===== src/rtl/ahb_lite_master.sv =====
// Single-initiator AHB-Lite master: valid/ready commands in, pipelined single-word transfers out.
// Define RD_PARITY_CHECK_EN to flag bit-16 parity errors on read data; otherwise rsp_perr is tied low.
module ahb_lite_master #(
  parameter logic [31:0] BASE_ADDR  = 32'h0000_0000,
  parameter logic [2:0]  HSIZE_WORD = 3'b010
) (
  input  logic        HCLK,
  input  logic        HRESET,
  input  logic        cmd_valid,
  output logic        cmd_ready,
  input  logic        cmd_write,
  input  logic [31:0] cmd_addr,
  input  logic [31:0] cmd_wdata,
  output logic        rsp_valid,
  output logic [31:0] rsp_rdata,
  output logic        rsp_err,
  output logic        rsp_perr,
  input  logic        PARITYSEL,
  output logic [31:0] HADDR,
  output logic [1:0]  HTRANS,
  output logic        HWRITE,
  output logic [2:0]  HSIZE,
  output logic [31:0] HWDATA,
  input  logic        HREADY,
  input  logic [31:0] HRDATA,
  input  logic        HRESP
);

  localparam logic [1:0] TRANS_IDLE   = 2'b00;
  localparam logic [1:0] TRANS_NONSEQ = 2'b10;

  logic        ap_valid_q, ap_valid_d;
  logic [31:0] haddr_q, haddr_d;
  logic        hwrite_q, hwrite_d;
  logic [31:0] ap_wdata_q, ap_wdata_d;
  logic        dp_valid_q, dp_valid_d;
  logic        dp_write_q, dp_write_d;
  logic [31:0] hwdata_q, hwdata_d;
  logic        cancel_pending_q, cancel_pending_d;
  logic        cancel_fire_q, cancel_fire_d;
  logic        rsp_valid_q, rsp_valid_d;
  logic [31:0] rsp_rdata_q, rsp_rdata_d;
  logic        rsp_err_q, rsp_err_d;
  logic        rsp_perr_q, rsp_perr_d;

  logic accept, ap_done, dp_ok, dp_err_first, dp_err_last;

  assign cmd_ready    = (!ap_valid_q || HREADY) && !(HRESP && !HREADY) && !cancel_pending_q;
  assign accept       = cmd_valid && cmd_ready;
  assign ap_done      = ap_valid_q && HREADY;
  assign dp_ok        = dp_valid_q && HREADY && !HRESP;
  assign dp_err_first = dp_valid_q && HRESP && !HREADY;
  assign dp_err_last  = dp_valid_q && HRESP && HREADY;

  always_comb begin
    ap_valid_d       = ap_valid_q;
    haddr_d          = haddr_q;
    hwrite_d         = hwrite_q;
    ap_wdata_d       = ap_wdata_q;
    dp_valid_d       = dp_valid_q;
    dp_write_d       = dp_write_q;
    hwdata_d         = hwdata_q;
    cancel_pending_d = cancel_pending_q;

    if (ap_done) begin
      ap_valid_d = 1'b0;
      dp_valid_d = 1'b1;
      dp_write_d = hwrite_q;
      hwdata_d   = hwrite_q ? ap_wdata_q : 32'h0;
    end else if (dp_valid_q && HREADY) begin
      dp_valid_d = 1'b0;
    end

    // An ERROR on the data phase kills whatever sits in the address phase.
    if (dp_err_first && ap_valid_q) begin
      ap_valid_d       = 1'b0;
      cancel_pending_d = 1'b1;
    end

    if (accept) begin
      ap_valid_d = 1'b1;
      haddr_d    = BASE_ADDR + cmd_addr;
      hwrite_d   = cmd_write;
      ap_wdata_d = cmd_wdata;
    end

    // The cancelled command answers one cycle after the erroring transfer.
    cancel_fire_d = dp_err_last && cancel_pending_q;
    if (cancel_fire_q) begin
      cancel_pending_d = 1'b0;
    end
  end

  always_comb begin
    rsp_valid_d = dp_ok || dp_err_last || cancel_fire_q;
    rsp_err_d   = dp_err_last || cancel_fire_q;
    rsp_rdata_d = (dp_ok && !dp_write_q) ? HRDATA : 32'h0;
`ifdef RD_PARITY_CHECK_EN
    rsp_perr_d  = dp_ok && !dp_write_q &&
                  (HRDATA[16] != (PARITYSEL ? ~^HRDATA[15:0] : ^HRDATA[15:0]));
`else
    rsp_perr_d  = 1'b0;
`endif
  end

`ifndef RD_PARITY_CHECK_EN
  logic unused_paritysel;
  assign unused_paritysel = PARITYSEL;
`endif

  always_ff @(posedge HCLK or posedge HRESET) begin
    if (HRESET) begin
      ap_valid_q       <= 1'b0;
      haddr_q          <= 32'h0;
      hwrite_q         <= 1'b0;
      ap_wdata_q       <= 32'h0;
      dp_valid_q       <= 1'b0;
      dp_write_q       <= 1'b0;
      hwdata_q         <= 32'h0;
      cancel_pending_q <= 1'b0;
      cancel_fire_q    <= 1'b0;
      rsp_valid_q      <= 1'b0;
      rsp_rdata_q      <= 32'h0;
      rsp_err_q        <= 1'b0;
      rsp_perr_q       <= 1'b0;
    end else begin
      ap_valid_q       <= ap_valid_d;
      haddr_q          <= haddr_d;
      hwrite_q         <= hwrite_d;
      ap_wdata_q       <= ap_wdata_d;
      dp_valid_q       <= dp_valid_d;
      dp_write_q       <= dp_write_d;
      hwdata_q         <= hwdata_d;
      cancel_pending_q <= cancel_pending_d;
      cancel_fire_q    <= cancel_fire_d;
      rsp_valid_q      <= rsp_valid_d;
      rsp_rdata_q      <= rsp_rdata_d;
      rsp_err_q        <= rsp_err_d;
      rsp_perr_q       <= rsp_perr_d;
    end
  end

  // HTRANS follows the address slot so reset forces IDLE without waiting for a clock.
  assign HTRANS    = ap_valid_q ? TRANS_NONSEQ : TRANS_IDLE;
  assign HADDR     = haddr_q;
  assign HWRITE    = hwrite_q;
  assign HSIZE     = HSIZE_WORD;
  assign HWDATA    = hwdata_q;
  assign rsp_valid = rsp_valid_q;
  assign rsp_rdata = rsp_rdata_q;
  assign rsp_err   = rsp_err_q;
  assign rsp_perr  = rsp_perr_q;

endmodule


===== config.mk =====
export PLATFORM = sky130hd
export DESIGN_NAME = ahb_lite_master
export DESIGN_NICKNAME = d
export VERILOG_FILES = /design/src/rtl/ahb_lite_master.sv
export SDC_FILE = /design/constraint.sdc
export NUM_CORES = 1
export LEC_CHECK = 0
export ABC_AREA = 1
export BUFFER_PORTS_ARGS = -buffer_cell sky130_fd_sc_hd__buf_2
export CAP_MARGIN = 15
export CORE_ASPECT_RATIO = 0.8
export CORE_MARGIN = 1
export CORE_UTILIZATION = 50
export CTS_CLUSTER_DIAMETER = 40
export DETAILED_ROUTE_END_ITERATION = 10
export MAX_ROUTING_LAYER = met4
export PLACE_DENSITY = 0.81
export SLEW_MARGIN = 20
export SYNTH_ARGS = -nofsm -noshare
export SYNTH_HDL_FRONTEND = slang
export SYNTH_SLANG_ARGS = --single-unit
export TNS_END_PERCENT = 30

===== constraint.sdc =====
create_clock -name HCLK -period 7.9 [get_ports HCLK]
set_input_delay 0 -clock HCLK [delete_from_list [all_inputs] [get_ports HCLK]]
set_output_delay 0 -clock HCLK [all_outputs]
set_load 0.01 [all_outputs]

==> results of run 1 <==
-- routing by layer --
| metal | vias to the layer above | part of all wire, % | track usage [%] | wire length [microns] |
|---|---|---|---|---|
| met5 | - | 0 | - | 0 |
| met4 | 0 | 2.1 | 12.0 | 333 |
| met3 | 30 | 6.5 | 6.34 | 1030 |
| met2 | 244 | 52 | 53.4 | 8290 |
| met1 | 2447 | 39 | 33.8 | 6160 |
| li1 | 2376 | - | - | - |
-- metrics by stage --
step           area, sq um  hold WS, ns
5_1_grt               7980        0.276
6_report              7980        0.237
3_3_place_gp          6330        0.113
3_5_place_dp          6330        0.133
2_1_floorplan         5350        0.106
4_1_cts               7980        0.251
-- worst register-to-register path, stage by stage, from the launching register on --
cell	delay, ns
dfrtp_1	0.46
o21ai_4	0.15
buf_4	0.59
nand3_2	0.65
buf_4	0.50
nand2_1	0.17
nand2_1	0.07
-- layout make-up --
class,count,area (sq um),area share [%]
flip-flops and latches,136,3400,42.7
multi-input cells,347,1540,19.3
clock inverters,11,196,2.46
repair buffers,308,2060,25.8
inverters,40,155,1.94
clock buffers,19,453,5.68
well taps,140,175,2.20
-- kinds of logic (layout without fill, tap and decap cells) --
logic type,count (synthesis),count (layout),share of synthesized area [%]
other,2,5,0.141
flip-flops,136,136,63.7
AO/OA/AOI/OAI,38,38,3.63
AND/OR/NAND/NOR,304,304,24.6
buffers and inverters,88,378,7.89
-- path summary, 6_finish.rpt --
kind	start	to	slack [ns]	cells past startpoint
setup / recovery	ap_valid_q	HADDR[30]	5.19	6
hold / removal	HRESET	HADDR[21]	0.24	3
setup reg to reg	ap_valid_q	HADDR[30]	5.19	6
hold reg to reg	cancel_fire_q	cancel_pending_q	0.43	1
max in group asynchronous	HRESET	HWRITE	6.29	4
min in group HCLK	cmd_valid	ap_wdata_q[31]	0.31	4
-- power groups by stage --
stage,clock network [mW],registers (mW),logic [mW]
2_1_floorplan,0,1.17,0.380
3_3_place_gp,0,1.11,0.695
3_5_place_dp,0,1.12,0.723
4_1_cts,0.871,1.12,0.768
5_1_grt,0.906,1.16,0.867
6_report,0.866,1.13,0.783
-- placed cells by master, fill, tap and decap left out --
| cell | count |
|---|---|
| a21oi_1 | 1 |
| buf_2 | 202 |
| buf_4 | 6 |
| bufinv_16 | 5 |
| clkbuf_16 | 17 |
| clkbuf_8 | 2 |
| clkinv_2 | 1 |
| clkinv_4 | 2 |
| clkinvlp_4 | 2 |
| conb_1 | 5 |
| dfrtp_1 | 135 |
| dfrtp_2 | 1 |
| dlygate4sd3_1 | 100 |
| inv_1 | 37 |
| inv_2 | 2 |
| inv_6 | 2 |
| nand2_1 | 199 |
| nand2_2 | 1 |
| nand3_1 | 1 |
| nand3_2 | 1 |
| nand4_1 | 66 |
| nor2_1 | 34 |
| nor3_1 | 2 |
| o21ai_0 | 35 |
| o21ai_1 | 1 |
| o21ai_4 | 1 |
-- what timing repair did --
action	CTS	global route
endpoints found under the hold margin	167	0
resized for setup	0	0
buffers inserted	0	0
hold buffers	100	0
-- sequential cells by signal, summed over array words and instances, names as in the netlist --
register and count:
rsp_err 1, HADDR 32, rsp_valid 1, HWDATA 32, dp_valid_q 1, cancel_fire_q 1
ap_wdata_q 32, dp_write_q 1, cancel_pending_q 1, ap_valid_q 1, rsp_rdata 32, HWRITE 1
==> results.txt, run 1 <==
The run finished with clean final reports. Setup total negative slack on the finished layout was measured at 0 ns. The number of DRC markers after the initial detailed-route iteration came out at 401.

The number of slew-limit violations in the final report came out at 0. The clock input transition at the sequential cells of the worst setup and hold paths came out at 0.06 ns. The standard cell core area is 10300 sq um. The routed wire length per instance came out at 15.8 microns.

For this run, the register share of the synthesized area comes to 63.7%. The maximum operating frequency came out at 369 MHz. After synthesis, the cell types taking the most area are dfrtp_1 64%, nand2_1 14%, nand4_1 7.7%. The final setup slack of the worst path came out at 5.19 ns. The worst relative slew slack is 31.1%.

The worst-path maximum fanout came out at 66. The root cell of the clock tree is clkbuf_16. The final critical path takes up 34.3% of the cycle. The synthesized design contains 0 enable-type register cells.

The critical path in this run is classified as flip-flop to flip-flop. The setup clock skew after layout is 0.00906 ns. The half-perimeter wire length of the detailed placement result came out at 8060 microns.

The net count reported at finish is 953. The reported max-cap violation count came out at 0. Setup repair after global routing left no endpoint under its margin. The final hold violation count is 0. After synthesis, the share of flip-flops with an asynchronous set or reset is 100%. The worst IR drop on VDD came out at 0.203 mV.

The most frequent cell after synthesis is nand2_1. The share of total power dissipated in sequential elements is 40.6%. Summed over its instances, the top area cell type makes up 63.7% of the synthesized netlist area. After global routing the overflow that remains totals 0. The combined area of all synthesized cells came out at 5340 sq um. The final estimated routing congestion in global placement is 0.786.

The clock passes through at most 2 buffers. The TritonCTS clock tree is built. The number of nets with antenna violations after detailed routing is 0. Summed over all instances, the cell type with the most area after synthesis is dfrtp_1. The net switching power is 0.948 mW. The count of non-filler cells in the finished layout is 1001. The power share of the combinational group is 28.2%. The final period demand of the worst path is 2.71 ns. STA puts the critical path data arrival time at 3.00 ns. For this run, the leading register cell type out of synthesis is dfrtp_1. The final core utilization is 77.3%. The total detailed-routing wirelength came out at 15800 microns. The count of buffers added on input and output ports is 202.

The worst setup path is launched from a flip-flop. The floorplan row count came out at 33. Dividing total power by cell area gives a power density of 348 nW/um^2. The total setup violations reported at the end of the flow is 0. Including well taps, the total number of placed cells is 871.

Clock latency on the worst-skew pair, taken at its later pin, is 0.40 ns. The maximum cell stage delay along the critical path came out at 0.64 ns. The worst min-delay path class is primary input to asynchronous set/reset pin. The clock net sink count is 136.

The warning count from the yosys run is 0. The slowest stage of the critical path belongs to the cell nand3_2. Synthesis handed over a netlist of 568 instances. The floorplan die area is 11100 sq um. During I/O placement, the number of pins put on the boundary was 209. In this run, CTS created clock tree buffers numbering 17. Together, buffers and inverters on the worst path number 2. The number of distinct library cell variants in the gate-level netlist after synthesis is 20.

The count of unresolved DRC violations after routing came out at 0. For this run, the total global-route usage over all layers was measured as 30.1%. The count of state elements after synthesis came out at 136.

After filler insertion, the fill cell instance count of the layout stands at 646. The kind of end point of the critical path is a flip-flop. The standby leakage power came out at 4.43 nW.

The via count of the first global-routing pass is 5210. Net switching is 34.1% of the power. The per-instance average area after synthesis is 9.41 sq um. The number of levels the H-tree was split into came out at 4. Counting instances in the post-synthesis netlist gives the leading cell types as 200 x nand2_1, 136 x dfrtp_1, 66 x nand4_1. The worst setup timing slack at the placement stage came out at 5.27 ns. The part of the total power dissipated in the clock network came out at 31.2%. The overall power of the completed layout is 2.78 mW. The transition at the pin with the smallest max-transition slack came out at 1.03 ns. The fraction of layout instances using a drive strength above 1 is 28.5%.

The overall via count from detail_route came out at 5097. The effective utilization at floorplan came out at 51.8%. The internal cell power came out at 1.83 mW. The critical path goes through o21ai_4, buf_4, nand3_2, buf_4, nand2_1, nand2_1. The number of antenna violations at the first check in global routing came out at 0. The first global-routing pass estimated 24900 microns of wire. The family with the most delay on the worst path is buffers and inverters.

The critical path data required time is 8.19 ns. The detailed-routing iteration count for the pre-antenna-repair pass came out at 7. The number of antenna diodes in the final layout is 0. The layout-stage area growth over the synthesis result is 49.4%.

Measured along the y axis, the die boundary spans 94.5 microns. The x dimension of the die came out at 118 microns. The maximum number of pins on one net before global-route repair came out at 72. The average vias per placed instance is 5.09.
Power figures use the tool's default switching activity.
==> inputs of run 2 (changes only) <==
- CORE_UTILIZATION: 50 -> 48
- PLACE_DENSITY: 0.81 -> 0.78
- clock period: 7.9 -> 2.5 ns (I/O delays scaled with it)
==> run 2 against run 1 <==
Against the previous run:
- largest power group unchanged
- maximum frequency rose by 30%
- die area rose by 4.1%
- sequential power grew to 3.1 times the previous value
- first-iteration DRC count is 2.0% lower
- critical path type unchanged
- routed wire length shrank 2.0%
- clock-buffer cell count unchanged
==> results.txt, run 2 (same netlist as run 1, synthesis figures left out) <==
Status: completed (unchanged). The net count reported at finish came to 967 (was 953). The via count of the first global-routing pass is 5035 (was 5210). The worst min-delay path class is primary input to flip-flop (was primary input to asynchronous set/reset pin).

The total detailed-routing wirelength came out at 15500 microns (was 15800 microns). The number of slew-limit violations in the final report came to 0 (unchanged). The global router's overall resource usage is 28.2% (was 30.1%).

The overall via count from detail_route came out at 5139 (was 5097). The count of cells along the worst hold path came out at 3. The number of antenna violations at the first check in global routing is 0 (unchanged). The maximum cell stage delay along the critical path was 0.62 ns (was 0.64 ns). The transition at the pin with the smallest max-transition slack is 0.736 ns (was 1.03 ns). The standard cell core area came out at 10800 sq um (was 10300 sq um). The critical path data required time came to 2.84 ns (was 8.19 ns).

The latest clock arrival within the worst-skew pair is 0.41 ns (was 0.40 ns). The startpoint identified for the worst hold timing path is cmd_valid. The overall power of the completed layout came to 8.57 mW (was 2.78 mW). The final period demand of the worst path is 2.09 ns (was 2.71 ns). Top library cells by usage in the layout, fill and taps aside: 202 x buf_2, 199 x nand2_1, 136 x dfrtp_1, 109 x dlygate4sd3_1, 66 x nand4_1 (was 202 x buf_2, 199 x nand2_1, 135 x dfrtp_1, 100 x dlygate4sd3_1, 66 x nand4_1). The TritonCTS clock tree is built (unchanged). The endpoint of the worst-slack reg-to-reg timing path was HADDR[21] (was HADDR[30]). The wire length on met1 came to 6210 microns (was 6160 microns). The routed wire length per instance came out at 15.2 microns (was 15.8 microns).

The clock net sink count is 136 (unchanged). The worst setup path category is flip-flop to flip-flop (unchanged). The final hold violation count came out at 0 (unchanged). The topmost layer with routed signal wires is met4 (unchanged). The final estimated routing congestion in global placement came out at 0.772 (was 0.786). The half-perimeter wire length of the detailed placement result is 8300 microns (was 8060 microns). The worst-path maximum fanout is 38 (was 66). The register-to-register path setup slack is 0.41 ns (was 5.19 ns). The global-route wire length before repair is 24100 microns (was 24900 microns).

The standby leakage power came out at 4.45 nW (was 4.43 nW). The critical path launch point type was a flip-flop (unchanged). The total negative slack for setup checks came out at 0 ns (unchanged).

The total power density per cell area is 1060 nW/um^2 (was 348 nW/um^2). The number of nets with antenna violations after detailed routing was 0 (unchanged). The number of DRC markers after the initial detailed-route iteration came out at 393 (was 401). The detailed-routing iteration count for the pre-antenna-repair pass came to 5 (was 7). The largest buffer count on any clock path is 2 (unchanged).

The root cell of the clock tree is clkbuf_16 (unchanged). For hold timing, the worst endpoint is ap_wdata_q[3]. The number of levels the H-tree was split into is 4 (unchanged).

The worst IR drop on VDD came out at 0.706 mV (was 0.203 mV). The number of buffer cells added on primary ports is 202 (unchanged). The endpoint arrival time on the critical path came out at 2.43 ns (was 3.00 ns). The kind of end point of the critical path is a flip-flop (unchanged). The depth of the most critical reg-to-reg path is 5 (was 6). The sum of met3 wire segment lengths after detailed routing came out at 1120 microns (was 1030 microns). The die height came to 96.4 microns (was 94.5 microns). The floorplan die area came to 11600 sq um (was 11100 sq um). The x dimension of the die was 120 microns (was 118 microns). The effective utilization at floorplan is 49.3% (was 51.8%). The total overflow reported by the global router came out at 0 (unchanged).

Setup repair after global routing missed its margin: no (unchanged). The reported max-cap violation count is 0 (unchanged). The average vias per placed instance came out at 5.03 (was 5.09). The setup clock skew after layout came to 0.0103 ns (was 0.00906 ns). The floorplan row count came to 34 (was 33). The count of cells resized by post-cts repair came out at 0 (unchanged). The number of top-level design ports is 209 (unchanged). The maximum number of pins on one net before global-route repair was 137 (was 72). The layout-stage area growth over the synthesis result came to 51.3% (was 49.4%).

Critical Path, Cell by Cell: inv_2, buf_12, nand4_1, dlygate4sd3_1, nand2_1 (was o21ai_4, buf_4, nand3_2, buf_4, nand2_1, nand2_1). The most common cell after layout, fill and taps aside was buf_2 (unchanged). The startpoint of the worst-slack reg-to-reg timing path is cancel_pending_q (was ap_valid_q). The worst relative slew slack came to 50.9% (was 31.1%). The count of unresolved DRC violations after routing is 0 (unchanged).

The standard cell with the maximum stage delay on the critical path is dlygate4sd3_1 (was nand3_2). The detailed-routed wire length on met2 came to 7710 microns (was 8290 microns). The fraction of the cycle the final worst path needs came out at 83.5% (was 34.3%).

The maximum operating frequency is 479 MHz (was 369 MHz). The critical path buffer and inverter count is 3 (was 2). The clock input transition at the sequential cells of the worst setup and hold paths is 0.06 ns (about the same). The total clock buffers created by CTS came to 17 (unchanged). The total setup violations reported at the end of the flow is 0 (unchanged). The family with the most delay on the worst path is buffers and inverters (unchanged). The fraction of layout instances using a drive strength above 1 came out at 28.6% (was 28.5%).
[run 2: cell types whose count changed in the layout (fill, tap and decap cells not counted), sizes merged, moves of 2 or more]
cell,before,now
buf,208,213
clkinv,3,5
dlygate4sd3,100,109
bufinv,5,2
inv,41,43
[run 2: how the worst max path moves through the flow]
stage,startpoint,end,slack [ns],cells after the start
after floorplan,HRESET,HADDR[0],0.81,1
after global placement,ap_valid_q,HWRITE,0.91,6
after detailed placement,ap_valid_q,ap_wdata_q[6],0.89,6
after CTS,cancel_pending_q,HADDR[30],0.56,5
after global routing,cancel_pending_q,HADDR[21],0.36,5
final,cancel_pending_q,HADDR[21],0.41,5
[run 2: layer usage]
metal  global-route usage (%)  vias to the layer above
li1                         -                     2408
met5                        -                        -
met4                     12.4                        0
met2                     46.0                      248
met1                     33.7                     2438
met3                     6.81                       45
[run 2: worst reg2reg max path, cell delays in order, from the launching register on]
cell,delay [ns]
dfrtp_1,0.37
inv_2,0.47
buf_12,0.31
nand4_1,0.16
dlygate4sd3_1,0.62
nand2_1,0.10
[run 2: where the power goes]
| part | total (mW) | switching [mW] | leakage [nW] | internal (mW) |
|---|---|---|---|---|
| registers | 3.50 | 0.488 | 1.78 | 3.01 |
| logic | 2.58 | 1.56 | 2.39 | 1.02 |
| clock network | 2.49 | 0.961 | 0.291 | 1.53 |
[run 2: final cells by class]
type                            instances  area (sq um)
Antenna cell                            1          2.50
Fill cell                             739          2760
Timing Repair Buffer                  322          2210
Clock inverter                         13           143
Clock buffer                           19           453
Multi-Input combinational cell        347          1540
Tap cell                              144           180
Sequential cell                       136          3400
Inverter                               40           154
[run 2: metrics by stage]
stage,util (%),hold WS (ns),instance area (sq um),cells,setup WS (ns)
6_report,74.5,0.0454,8080,1022,0.413
2_1_floorplan,-,0.106,5360,571,0.807
5_1_grt,74.5,0.0535,8080,1021,0.365
3_5_place_dp,59.0,0.213,6390,880,0.886
4_1_cts,74.5,0.000161,8080,1021,0.561
3_3_place_gp,59.0,0.211,6390,880,0.913
[run 2: repair_timing]
item	CTS	global route
hold buffers	109	0
endpoints found under the hold margin	239	0
setup buffers	0	0
